--- src/rtl/mmio_uart_tx.sv ---
// mmio_uart_tx: captures CPU stores to IO_ADDR in a FIFO and sends them as 8N1.
// Define MMIO_UART_TX_PARITY_EN to add an even parity bit (11-bit frame).
module mmio_uart_tx #(
  parameter logic [15:0] IO_ADDR      = 16'hFF00,
  parameter int          CLKS_PER_BIT = 16,
  parameter int          FIFO_DEPTH   = 4
) (
  input  logic        clk,
  input  logic        rst_n,
  input  logic [15:0] addr_bus,
  input  logic [7:0]  data_bus,
  input  logic        mem_w,
  input  logic        mem_r,
  output logic [7:0]  rdata,
  output logic        rdata_oe,
  output logic        tx,
  output logic        busy
);

  localparam int CW = $clog2(CLKS_PER_BIT);
  localparam int AW = $clog2(FIFO_DEPTH);
  localparam logic [CW-1:0] CMAX = CW'(CLKS_PER_BIT - 1);
  localparam logic [AW:0] DEPTH = (AW+1)'(FIFO_DEPTH);
  localparam logic [15:0] ST_ADDR = 16'(IO_ADDR + 16'd1);

`ifdef MMIO_UART_TX_PARITY_EN
  typedef enum logic [2:0] {IDLE, START, DATA, PARITY, STOP} state_t;
`else
  typedef enum logic [1:0] {IDLE, START, DATA, STOP} state_t;
`endif

  state_t state, state_n;

  logic          mem_w_q, mem_r_q;
  logic          push, rd_rise, pop, accept;
  logic [7:0]    fifo_mem [FIFO_DEPTH];
  logic [AW-1:0] wr_ptr, rd_ptr;
  logic [AW:0]   count;
  logic          empty, full, ovf;
  logic [CW-1:0] cnt, cnt_n;
  logic [2:0]    idx, idx_n;
  logic [7:0]    shifter, shifter_n;
  logic          bit_end, tx_d;
`ifdef MMIO_UART_TX_PARITY_EN
  logic          par_q, par_n;
`endif

  assign push    = mem_w && !mem_w_q && (addr_bus == IO_ADDR);
  assign rd_rise = mem_r && !mem_r_q && (addr_bus == ST_ADDR);
  assign empty   = (count == '0);
  assign full    = (count == DEPTH);
  // A full FIFO still takes a byte when a pop frees a slot on the same edge.
  assign accept  = push && (!full || pop);
  assign bit_end = (cnt == CMAX);

  assign busy     = (state != IDLE) || !empty;
  assign rdata_oe = mem_r && (addr_bus == ST_ADDR);
  assign rdata    = rdata_oe ? {4'b0, ovf, state != IDLE, full, empty} : 8'h00;

  // Strobe edge detectors, FIFO pointers/count and the sticky overflow flag.
  always_ff @(posedge clk or negedge rst_n) begin
    if (!rst_n) begin
      mem_w_q <= 1'b0;
      mem_r_q <= 1'b0;
      wr_ptr  <= '0;
      rd_ptr  <= '0;
      count   <= '0;
      ovf     <= 1'b0;
    end else begin
      mem_w_q <= mem_w;
      mem_r_q <= mem_r;
      if (accept) wr_ptr <= wr_ptr + AW'(1);
      if (pop)    rd_ptr <= rd_ptr + AW'(1);
      if (accept && !pop)      count <= count + (AW+1)'(1);
      else if (pop && !accept) count <= count - (AW+1)'(1);
      if (push && full && !pop) ovf <= 1'b1;
      else if (rd_rise)         ovf <= 1'b0;
    end
  end

  // FIFO storage; contents are only meaningful behind the pointers.
  always_ff @(posedge clk) begin
    if (accept) fifo_mem[wr_ptr] <= data_bus;
  end

  // State register.
  always_ff @(posedge clk or negedge rst_n) begin
    if (!rst_n) state <= IDLE;
    else        state <= state_n;
  end

  // Next-state logic; pop fires on leaving IDLE or STOP with data waiting.
  always_comb begin
    state_n = state;
    pop     = 1'b0;
    unique case (state)
      IDLE: begin
        if (!empty) begin
          state_n = START;
          pop     = 1'b1;
        end
      end
      START: if (bit_end) state_n = DATA;
      DATA: begin
        if (bit_end && idx == 3'd7) begin
`ifdef MMIO_UART_TX_PARITY_EN
          state_n = PARITY;
`else
          state_n = STOP;
`endif
        end
      end
`ifdef MMIO_UART_TX_PARITY_EN
      PARITY: if (bit_end) state_n = STOP;
`endif
      STOP: begin
        if (bit_end) begin
          if (!empty) begin
            state_n = START;
            pop     = 1'b1;
          end else begin
            state_n = IDLE;
          end
        end
      end
      default: state_n = IDLE;
    endcase
  end

  // Next values for baud counter, bit index and shifter.
  always_comb begin
    shifter_n = shifter;
    cnt_n     = cnt;
    idx_n     = idx;
    if (pop) begin
      shifter_n = fifo_mem[rd_ptr];
      cnt_n     = '0;
      idx_n     = '0;
    end else if (state != IDLE) begin
      cnt_n = bit_end ? '0 : cnt + 1'b1;
      if (state == DATA && bit_end) begin
        shifter_n = {1'b0, shifter[7:1]};
        idx_n     = idx + 3'd1;
      end
    end
  end

`ifdef MMIO_UART_TX_PARITY_EN
  assign par_n = pop ? ^fifo_mem[rd_ptr] : par_q;
`endif

  // Line level for the coming cycle, taken from the next state.
  always_comb begin
    tx_d = 1'b1;
    unique case (state_n)
      START:   tx_d = 1'b0;
      DATA:    tx_d = shifter_n[0];
`ifdef MMIO_UART_TX_PARITY_EN
      PARITY:  tx_d = par_n;
`endif
      default: tx_d = 1'b1;
    endcase
  end

  // Datapath registers; tx is registered so the line never glitches.
  always_ff @(posedge clk or negedge rst_n) begin
    if (!rst_n) begin
      cnt     <= '0;
      idx     <= '0;
      shifter <= '0;
      tx      <= 1'b1;
`ifdef MMIO_UART_TX_PARITY_EN
      par_q   <= 1'b0;
`endif
    end else begin
      cnt     <= cnt_n;
      idx     <= idx_n;
      shifter <= shifter_n;
      tx      <= tx_d;
`ifdef MMIO_UART_TX_PARITY_EN
      par_q   <= par_n;
`endif
    end
  end

endmodule
--- config.mk ---
export PLATFORM = sky130hd
export DESIGN_NAME = mmio_uart_tx
export DESIGN_NICKNAME = d
export VERILOG_FILES = /design/src/rtl/mmio_uart_tx.sv
export SDC_FILE = /design/constraint.sdc
export NUM_CORES = 1
export LEC_CHECK = 0
export CORE_ASPECT_RATIO = 0.75
export CORE_MARGIN = 2
export CORE_UTILIZATION = 58
export DETAILED_ROUTE_END_ITERATION = 7
export PLACE_DENSITY = 0.9
export SLEW_MARGIN = 20
export SYNTH_ARGS = -nofsm -noshare
export SYNTH_HDL_FRONTEND = slang
export SYNTH_SLANG_ARGS = --single-unit
--- constraint.sdc ---
create_clock -name clk -period 3.8 [get_ports clk]
set_clock_uncertainty 0.05 [all_clocks]
set_input_delay 0.38 -clock clk [delete_from_list [all_inputs] [get_ports clk]]
set_output_delay 0.38 -clock clk [all_outputs]
set_load 0.03 [all_outputs]
# Word-level counts from Yosys, hierarchy flattened
# Memory sizes are Yosys's and may differ from the RTL's.
# Index checks and enable logic that the tools add are counted.
# word_totals
output_inout_bits	11
ff_bits	28
mem_count	1
word_cells	83
ramBits	32
# classes
eq_ne	10
add_sub_neg	6
muxes	26
reduce_logical	28
# memory_table
name	depth	word_bits	rd	rd_ports_with_merged_regs	wr	line	text
fifo_mem	4	8	1	0	1	36	logic [7:0] fifo_mem [FIFO_DEPTH];
# ops
op	count
$eq A16 B16 Y1 const B	2
$mux W8	3
$mux W4	4
$mux W3	5
$logic_and A1 B1 Y1	12
$reduce_bool A2 Y1	5
$mux W2	4
$pmux W2 S4	1
$mux W1	7
$add A3 B1 Y3 const B	2
$eq A2 B2 Y1 const B	3
$eq A3 B3 Y1 const B	2
$logic_not A1 Y1	6
$add A2 B1 Y2 const B	2
$add A4 B1 Y4 const B	1
$eq A2 B1 Y1 const B	2
$eq A4 B4 Y1 const B	1
$pmux W1 S2	2
$logic_not A3 Y1	1
$sub A3 B1 Y3 const B	1
$logic_not A2 Y1	1
$logic_or A1 B1 Y1	2
$reduce_and A2 Y1	1

# Depth between registers and ports, before layout
# depth
depth_word	10
depth_mapped	12
ltp_nobuf	12

# Worst setup path before layout
# No wires, ideal clock.
# synth_timing
kind	in2reg
startpoint	input addr_bus[5]
endpoint	register count[2]
setup_time_ns	0.079
cell_stages	10
path_slack_ns	1.195
arrival_ns	2.476
cell_sequence	or4b_4 > nor4_4 > nand3_2 > nor2_4 > ha_1 > inv_1 > fa_1 > xor2_1 > nor2_1 > xor2_1
# synth_between
elab_chain_len	6
# synth_rtl
item	line	text
start, declared	10	input logic [15:0] addr_bus,
$eq A16 B16 Y1 (*)	48	assign push = mem_w && !mem_w_q && (addr_bus == IO_ADDR);
$logic_and A1 B1 Y1 (*)	48	
$logic_and A1 B1 Y1 (*)	53	assign accept = push && (!full || pop);
named net accept	35	logic push, rd_rise, pop, accept;
$logic_not A1 Y1	75	else if (pop && !accept) count <= count - (AW+1)'(1);
$logic_and A1 B1 Y1	75	
$reduce_bool A2 Y1 (no line)	--	
end signal, assigned	74	if (accept && !pop) count <= count + (AW+1)'(1);
end signal, assigned	75	
end, declared	38	logic [AW:0] count;
# Mark *: on every way through the listed nets, which the timed path passes. The rest lies on a longest branch.
# A chain may end at the register's enable or synchronous reset.

# Final worst setup path
# layout_timing
startpoint	input addr_bus[5]
endpoint	output rdata[3]
# layout_between
elab_chain_len	3
# layout_rtl
item	line	text
$eq A16 B16 Y1	57	assign rdata_oe = mem_r && (addr_bus == ST_ADDR);
$logic_and A1 B1 Y1	57	
$mux W4	58	assign rdata = rdata_oe ? {4'b0, ovf, state != IDLE, full, empty} : 8'h00;
end, declared	14	output logic [7:0] rdata,
# No other way between the ends.

==> qor.yml <==
status:
  status: "finished, final reports clean"
pwr:
  p_per_area_mw_per_mm2: 389.1
  leakage_nw: 1.323
  ir_drop_mv: 0.3637
  power_mw: 1.297
routing:
  drtAntennaViolNets: 0
  dr.pass1.iters: 7
  drc: 0
  routed.top_layer: "met4"
  dr_wl_met3_microns: 218
  wl_per_cell_microns: 16.97
  viasPerCell: 5.710
  wirelength_microns: 5041
  vias: 1696
  wl_met2_microns: 2553
  drt_iter0_drc: 123
  met1_length_microns: 2191
layout:
  drive_gt1_share_pct: 16.67
  layout_common_cells: "clkdlybuf4s50_1, edfxtp_1, dfrtp_1"
  final_cells: 297
  final_nets: 277
  synthToLayoutAreaGrowth_pct: 21.20
  utilization_pct: 73.75
  final_common_cell: "clkdlybuf4s50_1"
  final.fill_count: 285
  diodes: 0
  design_area_sq_mm: 0.003333
sta:
  setup_viol: 0
  hold_ws_ps: 365.8
  setup_slack_ps: 608.6
  worst_pin_slew_ps: 1063
  post-route-period-util_pct: 83.98
  drv_slew: 0
  final.setup.tns_ps: 0
  maxSlewHeadroom_pct: 28.83
  timing.fmax_ghz: 0.3133
  finalHoldViolCount: 0
  finalCriticalPeriod_ps: 3191
  grt_setup_unrepaired: "false"
setup_path:
  crit_required_ps: 3370
  cp_max_fo: 5
  r2r-start: "state[0]$_DFF_PN0_"
  r2r_cells: 9
  start_kind: "primary input"
  end_kind: "output pin"
  crit_path_start: "addr_bus[5]"
  critPathKind: "primary input to output pin"
  crit_arrival_ps: 2760
placed_design:
  place_area_sq_mm: 0.003133
  hpwl_microns: 3679
  dp_slack_ps: 570.5
  io_buffers: 34
  dp.cells: 281
  globalplace.congestion: 0.7472
global_routing:
  grt_first_pass_wirelength_microns: 8687
  grt_pass1_vias: 1777
  grt.total_usage_pct: 21.83
  antenna_found_initial: 0
  grt_overflow: 0
  grt_max_degree: 29
synth:
  synth_edf_count: 32
  synthDistinctLibCells: 47
  synthCells: 194
  syn_area_sq_mm: 0.002750
  synth_ff_type: "edfxtp_1"
  yosys_warnings: 0
  ys_seq_elements: 60
  async_reset_ff_share_pct: 46.67
  avgSynthCellArea_sq_um: 14.18
  ys_seq_area_share_pct: 60.46
clock_tree:
  cts_buffers: 9
  cts_setup_buffers: 0
  cts-htree-levels: 3
  root_buffer: "clkbuf_8"
  cts_buffer_depth: 2
  insertion_delay_ps: 340
  clock-sinks: 60
  clkSlewWorstSetupHoldPaths_ps: 70
  cts_resized: 0
  postCtsHoldBufs: 0
  cts_tree: "yes"
run:
  drv_cap: 0
floorplanning:
  die_h_microns: 63.64
  dieArea_sq_mm: 0.005314
  start_util_pct: 60.85
  fp.coreArea_sq_mm: 0.004519
  io_pins: 39
  rows: 21
  die_w_microns: 83.51
min_path:
  min_path_type: "primary input to asynchronous set/reset pin"
-- critical path: stages --
cell             delay, ps
clkdlybuf4s50_1        410
or4b_4                 550
nor4_4                 330
nand3_1                210
inv_1                  110
and2_1                 120
clkdlybuf4s50_1        660
-- layer usage --
layer  vias to the layer above  track usage [%]
li1                        803                -
met1                       840            28.29
met2                        45            34.88
met3                         8            8.388
met4                         0            6.250
met5                         -                0
-- sequential cells by signal, summed over array words and instances (netlist names), 2 cells and up --
name      flops
rd_ptr        2
shifter       8
cnt           4
idx           3
fifo_mem     32
state         2
wr_ptr        2
count         3
-- Yosys cell counts, types with 2 or more instances --
cell type / number / area [sq um]
a21o_1: 2 / 15.01
a21oi_1: 2 / 10.01
a221o_1: 6 / 60.06
and2_2: 4 / 30.03
and3_1: 7 / 43.79
buf_2: 2 / 10.01
buf_4: 4 / 30.03
clkbuf_1: 2 / 7.510
dfrtp_1: 27 / 675.7
edfxtp_1: 32 / 960.9
ha_1: 13 / 162.7
inv_1: 9 / 33.78
mux2_2: 2 / 22.52
mux4_2: 8 / 180.2
nand2_1: 12 / 45.04
nand3_1: 5 / 25.02
nor2_1: 12 / 45.04
nor3_1: 2 / 10.01
o21ai_0: 7 / 35.03
o31ai_1: 3 / 22.52
or3_1: 2 / 12.51
xnor2_1: 3 / 26.28
xor2_1: 4 / 35.03
-- worst paths after layout --
check	slack (ps)	end
worst max-delay path	610	rdata[3]
worst min-delay path	370	cnt[2]$_DFFE_PN0P_
worst max register to register	850	count[1]$_DFFE_PN0P_
worst min register to register	450	idx[1]$_DFFE_PN0P_
max in group asynchronous	3030	tx$_DFF_PN1_
min in group clk	450	idx[1]$_DFFE_PN0P_
-- cells by family (layout without fill, tap and decap cells) --
group	Yosys count	count (layout)	share of synthesized area (%)
flops	60	60	60.46
simple gates	55	55	11.92
compound gates	27	27	7.234
buf+inv	18	61	3.094
fa+ha+maj	14	14	6.643
mux	12	12	8.280
xor+xnor	7	7	2.229
other cells	1	4	0.1364
-- final cells by class --
cell class	instances	area (sq um)	area share, %
flip-flops and latches	60	1663	49.89
multi-input cells	119	1013	30.41
repair buffers	35	347.8	10.44
clock buffers	9	123.9	3.716
clock inverters	7	76.32	2.290
well taps	57	71.32	2.140
inverters	10	37.54	1.126
-- power breakdown --
group          internal [mW]  switching, mW
sequential             0.687       0.000322
clock                  0.305          0.259
combinational         0.0262         0.0193
total                   1.02          0.279
Power figures use the tool's default switching activity.
